$ cat src/rtl/frame_loader.sv
// Frame loader: steers a framed 32-bit word stream into the LED controller's
// chunk-write port, walking chunk, then row, then panel, with resync and idle-timeout recovery.
module frame_loader #(
    parameter int CHUNKS  = 16,
    parameter int ROWS    = 16,
    parameter int PANELS  = 4,
    parameter int TIMEOUT = 65535,
    localparam int CW = (CHUNKS > 1) ? $clog2(CHUNKS) : 1,
    localparam int RW = (ROWS > 1) ? $clog2(ROWS) : 1,
    localparam int PW = (PANELS > 1) ? $clog2(PANELS) : 1
) (
    input  logic          clk,
    input  logic          reset_n,
    input  logic [31:0]   in_data,
    input  logic          in_sof,
    input  logic          in_valid,
    output logic          in_ready,
    input  logic          hold,
    output logic [31:0]   chunk_data,
    output logic [CW-1:0] chunk_addr,
    output logic [RW-1:0] row_addr,
    output logic [PW-1:0] panel_addr,
    output logic          chunk_write_enable,
    output logic          busy,
    output logic          frame_done,
    output logic          sync_error,
    output logic          timeout_error,
    output logic [15:0]   frame_count
);

    localparam int N  = CHUNKS * ROWS * PANELS;
    localparam int WW = (N > 1) ? $clog2(N) : 1;
    localparam int TW = $clog2(TIMEOUT + 1);
    localparam logic [WW-1:0] LAST_W  = WW'(N - 1);
    localparam logic [TW-1:0] LAST_TO = TW'(TIMEOUT - 1);

    typedef enum logic [0:0] {IDLE = 1'b0, LOAD = 1'b1} state_t;

    state_t        state_r;
    state_t        state_next_s;
    logic [WW-1:0] w_r;
    logic [WW-1:0] w_next_s;
    logic [TW-1:0] to_r;
    logic [TW-1:0] to_next_s;
    logic [WW-1:0] wr_addr_s;
    logic [31:0]   addr32_s;
    logic [CW-1:0] chunk_s;
    logic [RW-1:0] row_s;
    logic [PW-1:0] panel_s;
    logic          xfer_s;
    logic          wr_s;
    logic          done_s;
    logic          sync_s;
    logic          tout_s;

    // Readiness depends only on hold so the upstream handshake never loops through in_valid.
    assign in_ready = ~hold;
    assign xfer_s   = in_valid & ~hold;
    assign busy     = (state_r == LOAD);

    // Word-index split: dimensions are powers of two, so these reduce to bit slices.
    assign addr32_s = 32'(wr_addr_s);
    assign chunk_s  = CW'(addr32_s % 32'(CHUNKS));
    assign row_s    = RW'((addr32_s / 32'(CHUNKS)) % 32'(ROWS));
    assign panel_s  = PW'(addr32_s / 32'(CHUNKS * ROWS));

    // State, word index and idle counter registers.
    always_ff @(posedge clk or negedge reset_n) begin
        if (!reset_n) begin
            state_r <= IDLE;
            w_r     <= '0;
            to_r    <= '0;
        end else begin
            state_r <= state_next_s;
            w_r     <= w_next_s;
            to_r    <= to_next_s;
        end
    end

    // Next-state decode.
    always_comb begin
        state_next_s = state_r;
        case (state_r)
            IDLE: begin
                if (xfer_s && in_sof && (N > 1)) begin
                    state_next_s = LOAD;
                end else begin
                    state_next_s = IDLE;
                end
            end
            LOAD: begin
                if (xfer_s) begin
                    if (!in_sof && (w_r == LAST_W)) begin
                        state_next_s = IDLE;
                    end else begin
                        state_next_s = LOAD;
                    end
                end else if (!hold && (to_r == LAST_TO)) begin
                    state_next_s = IDLE;
                end else begin
                    state_next_s = LOAD;
                end
            end
            default: state_next_s = IDLE;
        endcase
    end

    // Write strobe, pulse, index and timeout decode; a transfer always clears the idle counter.
    always_comb begin
        wr_s      = 1'b0;
        done_s    = 1'b0;
        sync_s    = 1'b0;
        tout_s    = 1'b0;
        wr_addr_s = w_r;
        w_next_s  = w_r;
        to_next_s = '0;
        case (state_r)
            IDLE: begin
                if (xfer_s && in_sof) begin
                    wr_s      = 1'b1;
                    wr_addr_s = '0;
                    if (N == 1) begin
                        done_s   = 1'b1;
                        w_next_s = '0;
                    end else begin
                        w_next_s = WW'(1);
                    end
                end else begin
                    w_next_s = '0;
                end
            end
            LOAD: begin
                if (xfer_s) begin
                    wr_s = 1'b1;
                    if (in_sof) begin
                        sync_s    = 1'b1;
                        wr_addr_s = '0;
                        w_next_s  = WW'(1);
                    end else if (w_r == LAST_W) begin
                        done_s   = 1'b1;
                        w_next_s = '0;
                    end else begin
                        w_next_s = w_r + WW'(1);
                    end
                end else if (hold) begin
                    to_next_s = to_r;
                end else if (to_r == LAST_TO) begin
                    tout_s   = 1'b1;
                    w_next_s = '0;
                end else begin
                    to_next_s = to_r + TW'(1);
                end
            end
            default: begin
                w_next_s = '0;
            end
        endcase
    end

    // Registered write port, status pulses and frame counter; address/data hold between writes.
    always_ff @(posedge clk or negedge reset_n) begin
        if (!reset_n) begin
            chunk_data         <= 32'd0;
            chunk_addr         <= '0;
            row_addr           <= '0;
            panel_addr         <= '0;
            chunk_write_enable <= 1'b0;
            frame_done         <= 1'b0;
            sync_error         <= 1'b0;
            timeout_error      <= 1'b0;
            frame_count        <= 16'd0;
        end else begin
            chunk_write_enable <= wr_s;
            frame_done         <= done_s;
            sync_error         <= sync_s;
            timeout_error      <= tout_s;
            if (wr_s) begin
                chunk_data <= in_data;
                chunk_addr <= chunk_s;
                row_addr   <= row_s;
                panel_addr <= panel_s;
            end else begin
                chunk_data <= chunk_data;
                chunk_addr <= chunk_addr;
                row_addr   <= row_addr;
                panel_addr <= panel_addr;
            end
            if (done_s) begin
                frame_count <= frame_count + 16'd1;
            end else begin
                frame_count <= frame_count;
            end
        end
    end

endmodule

$ cat config.mk
export PLATFORM = sky130hd
export DESIGN_NAME = frame_loader
export DESIGN_NICKNAME = d
export VERILOG_FILES = /design/src/rtl/frame_loader.sv
export SDC_FILE = /design/constraint.sdc
export NUM_CORES = 1
export LEC_CHECK = 0
export ABC_CLOCK_PERIOD_IN_PS = 4100
export CORE_MARGIN = 4
export CORE_UTILIZATION = 50
export DETAILED_ROUTE_END_ITERATION = 6
export GPL_TIMING_DRIVEN = 0
export PLACE_DENSITY = 0.81
export SETUP_SLACK_MARGIN = 0.5
export SLEW_MARGIN = 0
export SYNTH_ARGS = -nofsm -noshare
export SYNTH_HDL_FRONTEND = slang
export SYNTH_SLANG_ARGS = --single-unit
$ cat constraint.sdc
create_clock -name clk -period 4.1 [get_ports clk]
set_input_delay 0.82 -clock clk [delete_from_list [all_inputs] [get_ports clk]]
set_output_delay 0.82 -clock clk [all_outputs]
set_load 0.03 [all_outputs]
Word-level counts from Yosys, hierarchy flattened
Index checks and enable logic that the tools add are counted.

cells by class
  $add $sub $neg = 3
  equal/unequal tests = 4
  muxes and demuxes = 33
  reductions and logical operators = 6
  bitwise operators = 3

operators by type and width
  cell                                            count
  two-way mux 10 bit                              8
  two-way mux 16 bit                              4
  case mux 10 bit (2 select lines)                2
  adder 16 x 1 -> 16 bit (second input constant)  2
  two-way mux 1 bit                               17
  equality test 16 bit (second input constant)    1
  adder 10 x 1 -> 10 bit (second input constant)  1
  equality test 10 bit (second input constant)    1
  case mux 1 bit (2 select lines)                 2
  logical AND 1 bit                               3
  != test 3 x 1 -> 1 bit (second input constant)  1
  != test 3 x 2 -> 1 bit (second input constant)  1
  logical NOT 1 bit                               2
  inverter 1 bit                                  2
  AND reduction 2 bit                             1
  AND 1 bit                                       1

storage, ports and cells
  output and inout bits = 64
  register bits = 89
  bits of input ports = 37
  word-level logic and storage cells = 61

Longest topological paths before layout
Gate-level depths: netlist of the first run.

  word-level depth = 5
  mapped depth = 7
  depth with buffers taken out = 6

Least setup slack after synthesis of the first run
Ideal clock, no wire load.

  kind = input -> output
  start point = input port hold
  end point = output port in_ready
  data arrival time = 1.360 ns
  data required time = 3.280 ns
  path buffers = 1
  stages = 2
  path slack = 1.920 ns
  path through = buf_1 > inv_1

between the ends
  cells in the longest elaborated chain, start to end = 1

ends and longest elaborated chain
  element         line  text
  from (decl)     18    input logic hold,
  inverter 1 bit  57    assign in_ready = ~hold;
  to (decl)       17    output logic in_ready,

No other way between the ends.

Worst setup path after layout of the first run
Same ends and word-level chain as after synthesis.

==> run_results.csv, run 1 <==
group,metric,value,unit
grt,grt_max_degree,59,
cts,root_buffer,"clkbuf_8",
cts,clk_pin_slew,0.09,ns
timing,tightestPinTransition,0.672,ns
finish,ff_latch_area,2230,sq um
synthesis,synth_flop_cell,"dfrtp_1",
finish,drive_gt1_share,13.6,%
power,p_leak,2.33,nW
finish,diodes,0,
routing,routed_via_density,5.56,
floorplan,die_h,97.5,um
synthesis,synth-compound-area-share,8.80,%
timing,period_share,84.4,%
place,portBuffers,100,
critical_path,crit_path_end_kind,"primary output",
timing,hold_viol_final,0,
routing,route.detailed.drc,0,
cts,cts_tree,"yes",
timing,finalSetupTns,0,ns
routing,routed_wl,9170,um
synthesis,yosysSeqAreaShare,55.6,%
synthesis,synth_mux_area_share,9.27,%
power,swShare,30.0,%
routing,dr_total_vias,3140,
synthesis,syn_nets,388,
floorplan,start_util,51.6,%
synthesis,yosys_warnings,0,
power,power_frac_seq,47.7,%
cts,cts_resized,0,
routing,ant_nets,0,
power,netSwitchingPower,0.621,mW
cts,cts_buffers,9,
critical_path,reg2reg_slack,1.95,ns
synthesis,netlist_instances,347,
place,dp_slack,0.680,ns
routing,wl_per_cell,16.2,um
cts,cts_setup_buffers,0,
power,p_per_area,387,nW/um^2
grt,grt.overflow.total,0,
finish,layoutNonFillerInstCount,565,
floorplan,fp.coreArea,7770,sq um
grt,grt_pass1_wl,15400,um
power,vdd_drop_max,0.162,mV
critical_path,worst-path-max-fanout,10,
status,status,"finished clean",
floorplan,ioPinCount,101,
synthesis,async_reset_ff_share,100,%
grt,grt_pass1_vias,3045,
routing,dr.pass1.iters,4,
synthesis,post_synth.cell_area_avg,11.5,sq um
finish,fillCellCount,599,
power,power,2.07,mW
floorplan,die_x,97.5,um
synthesis,synthSimpleGateAreaFrac,17.5,%
cts,cts_hold_buf,0,
cts,cts_htree_levels,3,
synthesis,ys_types,49,
timing,fin_skew,0.0129,ns
timing,maxSlewHeadroom,54.9,%
synthesis,ys_ff_latch,89,
timing,period_minus_slack,3.46,ns
timing,worst_slack,0.639,ns
timing,slew_viol_final,0,
cts,clkLatencyLatePin,0.36,ns
critical_path,r2r_cells,4,
critical_path,cp.required,3.28,ns
finish,finalNetCount,500,
synthesis,synth-xor-area-share,5.03,%
critical_path,reg2reg_from,"busy",
timing,max_freq,0.289,GHz
cts,cts_sinks,89,
place,dpl.hpwl,6670,um
grt,antenna_found_initial,0,
critical_path,arrival,2.64,ns
power,intPower,1.45,mW
critical_path,r2r_end,"chunk_data[20]",
finish,multi_input_area,1680,sq um
power,pwr-share-comb,23.2,%
critical_path,crit_type,"primary input to primary output",
floorplan,die_area,9510,sq um
synthesis,synth_edf_count,0,
finish,synthToLayoutAreaGrowth,33.6,%
routing,drt-initial-drc-count,159,
timing,setup_viol,0,
floorplan,rows,32,
synthesis,synthAdderAreaFrac,1.25,%
hold_path,min_path_type,"primary input to asynchronous set/reset pin",
power,p_clk_share,29.1,%
synthesis,synth_top_family_by_area,"simple AND/OR/NAND/NOR gates",
finish,post-route-util,68.9,%
critical_path,startpoint_type,"primary input",
job,cap_violations,0,
grt,grt.total_usage,19.9,%
cts,clockBufferDepth,2,
timing,rsz0062_at_grt,"no",
place,placed_cells,550,
synthesis,syn-cell-area,4010,sq um
place,gp_congestion,0.912,
[power groups by stage]
stage / clock network, mW / registers (mW) / logic, mW
detailed placement: 0 / 1.01 / 0.485
CTS: 0.610 / 0.989 / 0.485
global route: 0.658 / 0.997 / 0.508
finish: 0.603 / 0.989 / 0.480
floorplan: 0 / 1.14 / 0.114
global placement: 0 / 1.00 / 0.473
[cell type report]
cell class                 count  area share [%]
buffer                        17            1.26
clock buffer                   9            2.31
clock inverter                 6            1.26
inverter                       9           0.631
multi-input combinational    232            31.4
sequential                    89            41.6
tap                          102            2.38
timing repair buffer         101            19.2
[sequential cells by signal (all words and copies together), names as in the netlist]
name                count
busy                    1
chunk_addr              4
chunk_data             32
chunk_write_enable      1
frame_count            16
frame_done              1
panel_addr              2
row_addr                4
sync_error              1
timeout_error           1
to_r                   16
w_r                    10
[synthesized netlist by cell type (all sizes together) (2+ instances only)]
| library cell | count | area [sq um] |
|---|---|---|
| clkbuf | 13 | 48.8 |
| ha | 4 | 50.1 |
| a21o | 2 | 15.0 |
| or2 | 2 | 12.5 |
| nand2 | 23 | 86.3 |
| and4 | 3 | 26.3 |
| nor2b | 3 | 18.8 |
| buf | 4 | 18.8 |
| o31ai | 5 | 37.5 |
| a31oi | 6 | 37.5 |
| a21oi | 3 | 15.0 |
| nor4 | 9 | 68.8 |
| and3 | 7 | 43.8 |
| or3 | 2 | 12.5 |
| mux2 | 33 | 372 |
| nand4 | 12 | 96.3 |
| a221o | 3 | 30.0 |
| and2 | 3 | 18.8 |
| nor4b | 2 | 17.5 |
| nor3 | 18 | 90.1 |
| xor2 | 11 | 96.3 |
| a22oi | 2 | 15.0 |
| inv | 9 | 33.8 |
| xnor2 | 12 | 105 |
| a22o | 9 | 78.8 |
| a211o | 2 | 17.5 |
| o21ai | 9 | 48.8 |
| nand3 | 16 | 80.1 |
| dfrtp | 89 | 2230 |
| nor2 | 18 | 67.6 |
[per-stage QoR]
stage                     area (sq um)  hold WS [ns]
after floorplan                   4010         0.496
after global placement            5140         0.458
after detailed placement          5160         0.479
after CTS                         5350         0.390
after global routing              5350         0.396
final                             5350         0.377
[cell families after synthesis]
group	count (synthesis)
and+or+nand+nor	125
DFF	89
AOI/OAI and AO/OA	47
muxes	33
buffers and inverters	26
xor gates and xnor gates	23
adders and majority gates	4
[layout by cell type (no fill, tap or decap), drive strengths merged, types with 3 or more instances in the layout]
cell	netlist	routed
nand2	23	23
inv	9	11
a221o	3	3
and2	3	3
buf	4	6
o31ai	5	5
nand4	12	12
xnor2	12	12
a31oi	6	6
mux2	33	33
nor2	18	18
nand3	16	16
ha	4	4
and3	7	7
clkbuf	13	22
a22o	9	9
nor3	18	18
and4	3	3
clkdlybuf4s50	0	99
nor4	9	9
nor2b	3	3
dfrtp	89	89
xor2	11	11
a21oi	3	3
o21ai	9	9
[routing by layer]
metal  track usage, %  part of all wire [%]  vias to the layer above
met3             4.95                   6.1                       19
met5                0                     0                        -
met4             6.60                   2.2                        0
met2             31.2                    46                      132
li1                 -                     -                     1485
met1             27.2                    46                     1504
[worst max path at each step]
stage	cells after the start	slack, ns	end	from
6_report	4	0.64	in_ready	hold
5_1_grt	4	0.54	in_ready	hold
4_1_cts	4	0.67	in_ready	hold
3_5_place_dp	4	0.68	in_ready	hold
3_3_place_gp	1	-0.92	to_r[13]	reset_n
2_1_floorplan	2	1.92	in_ready	hold
[worst max-delay path, stage by stage]
cell,delay [ns]
clkdlybuf4s50_1,0.58
buf_1,0.41
inv_1,0.19
clkdlybuf4s50_1,0.64
Note: power is estimated with default switching activity, not from simulation.
==> run 2: changes to the inputs <==
- ABC_CLOCK_PERIOD_IN_PS: 4100 -> 3230
- CORE_UTILIZATION: 50 -> 49
- PLACE_DENSITY: 0.81 -> 0.8
- clock period: 4.1 -> 3.23 ns (I/O delays scaled with it)
==> run 2 against run 1 <==
Effect of this change: sequential share of layout area down 0.078 points; final cell count up 0.18%; register-to-register slack worse by 0.86 ns; highest routed layer unchanged; critical path depth unchanged; global-route usage up 0.24 points; die area up 1.9%; clock skew up 0.0044 ns; critical path type unchanged; first-iteration DRC count down 30%; sequential cell count unchanged; routed wire length up 1.8%.
==> run_results.csv, run 2 (synthesis results as in run 1) <==
group,metric,value,unit
status,status,"finished clean",
critical_path,r2r_cells,5,
routing,route.detailed.drc,0,
cts,root_buffer,"clkbuf_8",
timing,max_freq,0.377,GHz
place,placed_cells,550,
timing,period_share,82.1,%
place,gp_congestion,0.906,
power,intPower,1.85,mW
critical_path,worst-path-max-fanout,10,
critical_path,critPathTopFamily,"buffers and inverters",
cts,cts_htree_levels,3,
power,p_clk_share,29.5,%
finish,diodes,0,
place,portBuffers,100,
timing,hold_viol_final,0,
finish,post-route-util,68.3,%
critical_path,cpPeakStageDelay,0.57,ns
timing,maxSlewHeadroom,57.8,%
grt,antenna_found_initial,0,
finish,synthToLayoutAreaGrowth,33.8,%
floorplan,die_area,9690,sq um
timing,fin_skew,0.0173,ns
cts,clk_pin_slew,0.10,ns
job,cap_violations,0,
critical_path,reg2reg_slack,1.09,ns
power,power_frac_seq,47.5,%
floorplan,ioPinCount,101,
floorplan,fp.coreArea,7850,sq um
routing,routed_via_density,5.72,
timing,tightestPinTransition,0.629,ns
grt,grt.total_usage,20.1,%
critical_path,slowest_stage,"clkdlybuf4s50_1",
floorplan,start_util,51.1,%
finish,top_register,"chunk_data",
timing,period_minus_slack,2.65,ns
critical_path,crit_path_end_kind,"primary output",
finish,final_common_cell,"clkdlybuf4s50_1",
grt,grt_pass1_wl,16000,um
routing,ant_nets,0,
finish,final_cell_mix,"98 x clkdlybuf4s50_1, 89 x dfrtp_1, 33 x mux2_2",
finish,finalNetCount,500,
timing,finalSetupTns,0,ns
place,dpl.hpwl,6780,um
grt,grt_pass1_vias,3179,
critical_path,startpoint_type,"primary input",
power,vdd_drop_max,0.203,mV
finish,drive_gt1_share,13.8,%
finish,largest_register_ffs,32,
timing,slew_viol_final,0,
critical_path,r2r_end,"busy",
cts,cts_buffers,9,
finish,top_regs,"chunk_data: 32 flops, frame_count: 16 flops, to_r: 16 flops",
timing,setup_viol,0,
hold_path,min_path_type,"primary input to asynchronous set/reset pin",
routing,dr_total_vias,3240,
floorplan,die_h,98.4,um
critical_path,cp.required,2.58,ns
routing,drt-initial-drc-count,111,
floorplan,rows,32,
cts,cts_sinks,89,
routing,dr.pass1.iters,5,
finish,fillCellCount,607,
power,p_per_area,494,nW/um^2
floorplan,die_x,98.4,um
power,p_leak,2.33,nW
grt,grt.overflow.total,0,
cts,cts_tree,"yes",
grt,grt_max_degree,61,
cts,cts_hold_buf,0,
power,netSwitchingPower,0.796,mW
timing,rsz0062_at_grt,"no",
cts,clockBufferDepth,2,
power,pwr-share-comb,23.0,%
power,swShare,30.1,%
routing,routed_wl,9330,um
cts,clkLatencyLatePin,0.37,ns
critical_path,cp_cell_sequence,"clkdlybuf4s50_1 > buf_2 > inv_1 > dlygate4sd2_1",
routing,wl_per_cell,16.5,um
critical_path,path_buf_inv,4,
finish,layoutNonFillerInstCount,566,
critical_path,arrival,2.01,ns
critical_path,crit_type,"primary input to primary output",
critical_path,reg2reg_from,"to_r[8]",
cts,cts_setup_buffers,0,
[run 2: cell count changes in the layout (fill, tap and decap cells not counted)]
cell and delta:
clkbuf_1 +1, inv_8 +1, buf_1 -1, buf_2 +1, clkinv_2 -1, clkdlybuf4s50_1 -1, dlygate4sd2_1 +1, inv_6 -1
clkinv_4 +1
[run 2: power by group through the flow]
| stage | clock network (mW) | registers [mW] | logic (mW) |
|---|---|---|---|
| final | 0.781 | 1.26 | 0.609 |
| after global routing | 0.845 | 1.27 | 0.644 |
| after CTS | 0.792 | 1.26 | 0.615 |
| after detailed placement | 0 | 1.28 | 0.614 |
| after global placement | 0 | 1.27 | 0.601 |
| after floorplan | 0 | 1.45 | 0.145 |
[run 2: cell type report]
class | instances | area (sq um) | share of cell area, %
Multi-Input combinational cell | 232 | 1680 | 31.3
Clock buffer | 10 | 128 | 2.38
Tap cell | 102 | 128 | 2.38
Sequential cell | 89 | 2230 | 41.5
Timing Repair Buffer | 101 | 1020 | 19.1
Buffer | 17 | 68.8 | 1.28
Inverter | 9 | 33.8 | 0.630
Clock inverter | 6 | 73.8 | 1.38
[run 2: repair_timing]
action	4_1_cts	5_1_grt
resized for setup	2	0
setup endpoints to repair	1	0
hold endpoints to repair	0	0
[run 2: metrics by stage]
stage          power (mW)  worst slack [ns]  hold slack [ns]  cell area (sq um)
6_report             2.65             0.578            0.201               5360
5_1_grt              2.76             0.515            0.221               5360
4_1_cts              2.66             0.604            0.210               5360
3_5_place_dp         1.89             0.156            0.471               5160
3_3_place_gp         1.87             -1.61            0.460               5140
2_1_floorplan        1.60              1.26            0.350               4010
[run 2: metal layers]
| layer | part of all wire, % | track usage [%] | up-vias |
|---|---|---|---|
| met4 | 2.5 | 8.30 | 0 |
| met2 | 47 | 31.9 | 145 |
| met3 | 6.8 | 3.96 | 20 |
| met1 | 44 | 27.4 | 1584 |
| li1 | - | - | 1491 |
| met5 | 0 | 0 | - |
[run 2: worst max path at each step]
stage | start | to | slack (ns) | cells past startpoint
after floorplan | busy | frame_count[1] | 1.26 | 5
after global placement | reset_n | chunk_data[11] | -1.61 | 1
after detailed placement | hold | in_ready | 0.16 | 4
after CTS | hold | in_ready | 0.60 | 4
after global routing | hold | in_ready | 0.51 | 4
final | hold | in_ready | 0.58 | 4
==> run 3: changes to the inputs <==
- ABC_CLOCK_PERIOD_IN_PS: 3230 -> 2290
- CORE_UTILIZATION: 49 -> 44
- PLACE_DENSITY: 0.8 -> 0.76
- clock period: 3.23 -> 2.29 ns (I/O delays scaled with it)
==> run 3 against run 2 <==
Effect of this change: via count rose by 3.7%; core utilization decreased by 4.2 points; count of clock-buffer cells in the layout decreased by 1; register-to-register slack got worse by 0.56 ns; setup slack worse by 0.050 ns; clock power grew 24%; largest power group unchanged.
==> run_results.csv, run 3 (synthesis results as in run 1) <==
group,metric,value,unit
status,status,"finished clean",
cts,cts_htree_levels,3,
power,p_clk_share,27.2,%
critical_path,arrival,2.00,ns
timing,rsz0062_at_grt,"yes",
timing,fin_skew,0.00894,ns
place,gp_congestion,0.860,
power,pwr-share-comb,23.0,%
job,cap_violations,0,
power,p_leak,2.72,nW
grt,grt_max_degree,72,
timing,tightestPinTransition,0.465,ns
cts,cts_tree,"yes",
power,power_frac_seq,49.8,%
timing,max_freq,0.568,GHz
floorplan,ioPinCount,101,
timing,maxSlewHeadroom,69.0,%
power,vdd_drop_max,0.372,mV
critical_path,startpoint_type,"flop",
place,dpl.hpwl,6700,um
critical_path,cp_cell_sequence,"inv_2 > ha_4 > nand3_2 > buf_4 > nor4_4 > nor2_1 > a221o_1",
critical_path,cp.depth,7,
grt,grt_pass1_wl,15500,um
cts,cts_sinks,89,
floorplan,die_h,103,um
critical_path,slowest_stage,"dfrtp_1",
routing,dr_total_vias,3360,
power,p_per_area,629,nW/um^2
timing,setup_viol,0,
power,intPower,2.43,mW
critical_path,crit_path_end_kind,"flop",
grt,grt.total_usage,18.6,%
critical_path,path_buf_inv,2,
hold_path,min_path_type,"flop to flop",
place,dp_slack,-0.438,ns
routing,dr.pass1.iters,5,
routing,routed_via_density,5.60,
routing,drt-initial-drc-count,181,
floorplan,die_area,10700,sq um
critical_path,crit_type,"flop to flop",
routing,wl_per_cell,16.8,um
grt,antenna_found_initial,0,
routing,routed_wl,10100,um
timing,slew_viol_final,0,
floorplan,rows,34,
finish,top_register,"chunk_data",
finish,final_cell_area,5650,sq um
cts,clk_pin_slew,0.09,ns
timing,period_share,76.9,%
timing,hold_viol_final,0,
critical_path,critPathTopFamily,"simple AND/OR/NAND/NOR gates",
cts,root_buffer,"clkbuf_8",
routing,route.detailed.drc,0,
cts,clkLatencyLatePin,0.36,ns
finish,drive_gt1_share,25.8,%
critical_path,cp.required,2.53,ns
timing,worst_slack,0.529,ns
finish,top_regs,"chunk_data: 32 flops, frame_count: 16 flops, to_r: 16 flops",
floorplan,start_util,45.5,%
finish,synthToLayoutAreaGrowth,41.0,%
finish,diodes,0,
critical_path,cpPeakStageDelay,0.40,ns
place,portBuffers,100,
timing,period_minus_slack,1.76,ns
critical_path,worst-path-max-fanout,6,
power,netSwitchingPower,1.12,mW
finish,largest_register_ffs,32,
hold_path,hold_path_depth,1,
finish,finalNetCount,528,
floorplan,die_x,103,um
power,swShare,31.6,%
grt,grt.overflow.total,0,
place,placed_area,5180,sq um
routing,ant_nets,0,
floorplan,fp.coreArea,8810,sq um
critical_path,r2r_cells,7,
cts,cts_buffers,9,
grt,grt_pass1_vias,3256,
finish,final_common_cell,"dfrtp_1",
finish,post-route-util,64.2,%
cts,clockBufferDepth,2,
finish,final_cell_mix,"78 x dfrtp_1, 66 x dlygate4sd2_1, 33 x mux2_2",
==> run 3: routing by layer <==
layer | global-route usage (%) | routed length (um) | vias up
met5 | 0 | 0 | -
met4 | 7.77 | 201 | 0
met3 | 4.09 | 664 | 17
met2 | 30.3 | 5010 | 145
met1 | 23.9 | 4200 | 1657
li1 | - | - | 1541
==> run 3: layout make-up <==
class	count	area (sq um)
Sequential cell	89	2240
Clock inverter	7	47.5
Clock buffer	9	124
Fill cell	741	3160
Inverter	9	33.8
Tap cell	108	135
Buffer	17	104
Multi-Input combinational cell	232	1810
Timing Repair Buffer	129	1150
==> run 3: through the flow <==
stage          instances  hold slack (ns)  TNS [ns]  power [mW]
2_1_floorplan        347            0.162         0        2.25
3_3_place_gp         555            0.459   -227.33        2.64
3_5_place_dp         556            0.359    -14.77        2.67
4_1_cts              582            0.474         0        3.57
5_1_grt              600            0.490         0        3.72
6_report             600            0.471         0        3.55
==> run 3: path summary, 6_finish.rpt <==
check                           startpoint         endpoint  slack [ns]
max                                to_r[0]         to_r[11]        0.53
min                        frame_count[15]  frame_count[15]        0.47
max reg2reg                        to_r[0]         to_r[11]        0.53
min reg2reg                frame_count[15]  frame_count[15]        0.47
max in group asynchronous          reset_n          to_r[4]        1.12
min in group asynchronous          reset_n      row_addr[1]        0.52
==> run 3: power groups by stage <==
stage	registers, mW	logic (mW)	clock network (mW)
final	1.77	0.817	0.966
after global routing	1.79	0.871	1.06
after CTS	1.77	0.811	0.988
after detailed placement	1.81	0.869	0
after global placement	1.80	0.847	0
after floorplan	2.05	0.205	0
==> run 3: timing repair <==
| item | in CTS | in global routing |
|---|---|---|
| endpoints found under the setup margin | 140 | 36 |
| resized for setup | 96 | 29 |
| cloned | 1 | 0 |
| endpoints found under the hold margin | 18 | 0 |
| hold buffers | 1 | 0 |
| pin swaps | 10 | 7 |
| setup buffers | 8 | 18 |
